==> config.mk <==
export PLATFORM = sky130hd
export DESIGN_NAME = axis_fifo
export DESIGN_NICKNAME = d
export VERILOG_FILES = /design/src/rtl/axis_fifo.sv
export SDC_FILE = /design/constraint.sdc
export NUM_CORES = 1
export LEC_CHECK = 0
export CORE_MARGIN = 2
export CORE_UTILIZATION = 40
export DETAILED_ROUTE_END_ITERATION = 10
export RECOVER_POWER = 25
export SYNTH_ARGS = -nofsm -noshare
export SYNTH_HDL_FRONTEND = slang
export SYNTH_SLANG_ARGS = --single-unit
==> constraint.sdc <==
create_clock -name clk -period 5.35 [get_ports clk]
set_input_delay 1.605 -clock clk [delete_from_list [all_inputs] [get_ports clk]]
set_output_delay 1.605 -clock clk [all_outputs]
set_load 0.03 [all_outputs]
==> src/rtl/axis_fifo.sv <==
// ============================================================================
//  Module   : axis_fifo
//  Brief    : First-word-fall-through AXI-Stream FIFO carrying data plus last.
//  Revision : 1.0 - initial release
// ============================================================================
`default_nettype none

module axis_fifo #(
  parameter int DATA_W = 32,
  parameter int DEPTH  = 8
) (
  input  logic                     clk,
  input  logic                     reset,
  input  logic                     s_valid,
  output logic                     s_ready,
  input  logic [DATA_W-1:0]        s_data,
  input  logic                     s_last,
  output logic                     m_valid,
  input  logic                     m_ready,
  output logic [DATA_W-1:0]        m_data,
  output logic                     m_last,
  output logic [$clog2(DEPTH):0]   count,
  output logic                     full,
  output logic                     empty
);

  localparam int             c_aw  = $clog2(DEPTH);
  localparam logic [c_aw:0]  c_one = 1;

  logic [DATA_W:0] r_mem [DEPTH];
  logic [c_aw:0]   r_wr_ptr;
  logic [c_aw:0]   r_rd_ptr;
  logic [c_aw:0]   r_count;
  logic            r_ready_en;

  logic            w_wr_en;
  logic            w_rd_en;
  logic            w_full;
  logic            w_empty;
  logic [DATA_W:0] w_head;

  // Extra pointer MSB distinguishes the full and empty cases at equal indices.
  assign w_full  = (r_wr_ptr[c_aw] != r_rd_ptr[c_aw]) &&
                   (r_wr_ptr[c_aw-1:0] == r_rd_ptr[c_aw-1:0]);
  assign w_empty = (r_wr_ptr == r_rd_ptr);

  assign w_wr_en = s_valid && s_ready;
  assign w_rd_en = m_valid && m_ready;

  always_ff @(posedge clk or negedge reset) begin
    if (!reset) begin
      r_wr_ptr   <= '0;
      r_rd_ptr   <= '0;
      r_count    <= '0;
      r_ready_en <= 1'b0;
    end else begin
      r_ready_en <= 1'b1;
      if (w_wr_en) begin
        r_wr_ptr <= r_wr_ptr + c_one;
      end
      if (w_rd_en) begin
        r_rd_ptr <= r_rd_ptr + c_one;
      end
      case ({w_wr_en, w_rd_en})
        2'b10:   r_count <= r_count + c_one;
        2'b01:   r_count <= r_count - c_one;
        default: r_count <= r_count;
      endcase
    end
  end

  // Storage is deliberately not reset; the empty gating below hides stale data.
  always_ff @(posedge clk) begin
    if (w_wr_en) begin
      r_mem[r_wr_ptr[c_aw-1:0]] <= {s_last, s_data};
    end
  end

  assign w_head  = r_mem[r_rd_ptr[c_aw-1:0]];

  assign s_ready = r_ready_en && !w_full;
  assign m_valid = !w_empty;
  assign m_data  = w_empty ? '0   : w_head[DATA_W-1:0];
  assign m_last  = w_empty ? 1'b0 : w_head[DATA_W];
  assign count   = r_count;
  assign full    = w_full;
  assign empty   = w_empty;

endmodule

`default_nettype wire

==> results.json <==
{
  "outcome": "completed",
  "multiInputGateArea_sq_um": 2469,
  "drv_slew": 0,
  "worst_pin_slew_ps": 888.0,
  "ys_warn_count": 0,
  "max_clock_freq_mhz": 207.0,
  "seq_area_frac_synth": 0.7616,
  "placed_cell_area_sq_um": 12060,
  "antenna_found_initial": 1,
  "cts_buffers": 29,
  "cp-end-kind": "primary output",
  "clock_latency_ps": 540,
  "hold_path_class": "register to register",
  "ant_nets": 0,
  "wl_microns": 21450,
  "n_fill_cell": 2178,
  "grt_use_total": 0.1544,
  "ys_types": 39,
  "required_ps": 3740,
  "register_area_sq_um": 8262,
  "slowest_stage": "dfrtp_4",
  "grt_pass1_vias": 5590,
  "core.rowCount": 60,
  "finClkSkew_ps": 12.73,
  "syn2layout_area_growth_pct": 20.49,
  "grt_max_degree": 70,
  "final_core_util": 0.4872,
  "fin_setup_tns_ps": 0,
  "final.period_utilization": 0.9030,
  "fp.dieArea_sq_um": 28420,
  "crit_type": "register to primary output",
  "synth_area_per_cell_sq_um": 21.59,
  "cts_tree": "done",
  "rsz0062_at_grt": "no",
  "cts_root_buffer": "clkbuf_16",
  "synth_nets": 544,
  "io_pins": 78,
  "core_area_sq_um": 26800,
  "crit_chain": "xnor2_2 -> nand4_2 -> inv_2 -> nor2_1 -> clkdlybuf4s50_1",
  "whs_ps": 478.5,
  "grt_first_pass_wirelength_microns": 33290,
  "wl_per_cell_microns": 22.25,
  "max_slew_margin": 0.4066,
  "synth_top_area_share": 0.7316,
  "yosys-top-cells-area": "edfxtp_1 (73%), mux4_2 (14%), mux2i_1 (3.0%)",
  "ys_ff_latch": 277,
  "path_clk_slew_ps": 60,
  "holdBufCountCts": 0,
  "first_pass_iters": 4,
  "cp_top_family": "buffers and inverters",
  "critPathMaxStageDelay_ps": 670,
  "cp-start-kind": "register",
  "dominantRegCellSynth": "edfxtp_1",
  "numPortBuffers": 77,
  "setup_viol": 0,
  "hpwl_microns": 12030,
  "cts_setup_buffers": 0,
  "htreeDepth": 1,
  "overflow": 0,
  "cp_num_buf_inv": 2,
  "netlist_instances": 502,
  "clock_path_buffers": 3,
  "num_vias": 5106,
  "drtIter0Drc": 426,
  "gp_congestion": 0.6947,
  "period_needed_ps": 4831,
  "die_width_microns": 168.6,
  "hold_violations": 0,
  "pwr_density_cell_nw_per_um2": 592.4,
  "syn_area_sq_um": 10840,
  "ir_drop_mv": 0.4745,
  "via_per_inst": 5.297,
  "initial_core_util": 0.4043,
  "fp.dieH_microns": 168.6,
  "remaining_drc_errors": 0,
  "cts_num_sinks": 277,
  "synth-edff-count": 264,
  "power_leakage_nw": 4.297,
  "yosys.area.top_type": "edfxtp_1",
  "finalInstanceArea_sq_um": 13060,
  "arrival_ps": 3230,
  "critical_path.max_fanout": 34,
  "cap_violations": 0,
  "drive_above_1_share": 0.2315,
  "cts-resized-gates": 0,
  "async_flop_share": 0.04693,
  "fin_nets": 641
}
-- per-stage QoR --
step | setup slack, ps | total power, mW | std cells
final | 519.2 | 7.735 | 964
after global placement | 1007 | 5.737 | 909
after floorplan | 498.1 | 4.745 | 502
after CTS | 426.6 | 7.845 | 963
after detailed placement | 1020 | 5.777 | 909
after global routing | 342.0 | 8.087 | 963
-- registers in the layout, summed over array words and instances, names as in the netlist --
register and count:
r_wr_ptr 4, r_mem 264, r_rd_ptr 4, r_ready_en 1
count 4
-- per-layer routing --
layer  track usage  routed length (microns)  vias up
met5             0                        0        -
met4       0.04235                      361        0
met3       0.02315                     1257       30
met2        0.2571                    10670      143
met1        0.2150                     9158     2692
li1              -                        -     2241
-- synthesized netlist by cell type, types with 2 or more instances --
cell,count
inv_1,3
clkbuf_1,4
mux2i_1,33
o311ai_1,2
dfrtp_1,13
nor2_1,42
nand3_1,2
buf_2,12
xor2_1,6
nor3_1,2
edfxtp_1,264
a21oi_1,2
xnor2_1,5
ha_1,5
nand2_1,10
buf_6,2
nand2b_1,3
mux4_2,66
buf_1,4
xnor2_2,3
-- where the power goes --
part / total, mW / leakage [nW] / internal (mW) / switching (mW)
Sequential: 2.75 / 2.54 / 2.60 / 0.153
Clock: 2.05 / 0.479 / 1.26 / 0.794
Combinational: 2.93 / 1.28 / 1.29 / 1.64
-- cell type report --
class	instances	area share
well taps	341	0.03268
diodes	1	0.0001916
flip-flops and latches	277	0.6327
multi-input cells	196	0.1891
clock inverters	12	0.01303
clock buffers	42	0.06315
repair buffers	91	0.06803
inverters	4	0.001150
-- final timing paths --
path,startpoint,endpoint,slack (ps),cells after the start
setup / recovery,r_rd_ptr[1],m_data[27],520,5
hold / removal,count[3],count[3],480,1
setup reg to reg,r_rd_ptr[1],r_mem[4][2],2390,5
hold reg to reg,count[3],count[3],480,1
max in group asynchronous,reset,r_rd_ptr[0],3380,1
min in group asynchronous,reset,r_ready_en,1470,1
-- logic make-up after synthesis --
family	Yosys count	share of synthesized area
xor+xnor	14	0.01339
flops	277	0.7616
simple gates	67	0.02760
compound gates	8	0.005542
buf+inv	29	0.01570
other cells	1	0.0003460
mux	101	0.1701
fa+ha+maj	5	0.005773
-- placed cells by master (no fill, tap or decap), drive strengths merged --
master,count
edfxtp,264
mux4,66
clkdlybuf4s50,57
nor2,42
clkbuf,42
mux2i,33
dlygate4sd3,20
buf,14
dfrtp,13
nand2,10
xnor2,8
xor2,6
ha,5
inv,5
clkinv,5
bufinv,4
nand2b,3
nand3,2
nor3,2
a21oi,2
o311ai,2
clkinvlp,2
nand4,2
o21ai,2
mux2,2
diode,1
and2,1
or3,1
a41oi,1
nor2b,1
nand3b,1
o22ai,1
nor3b,1
nor4bb,1
conb,1
Note: power is estimated with default switching activity, not from simulation.
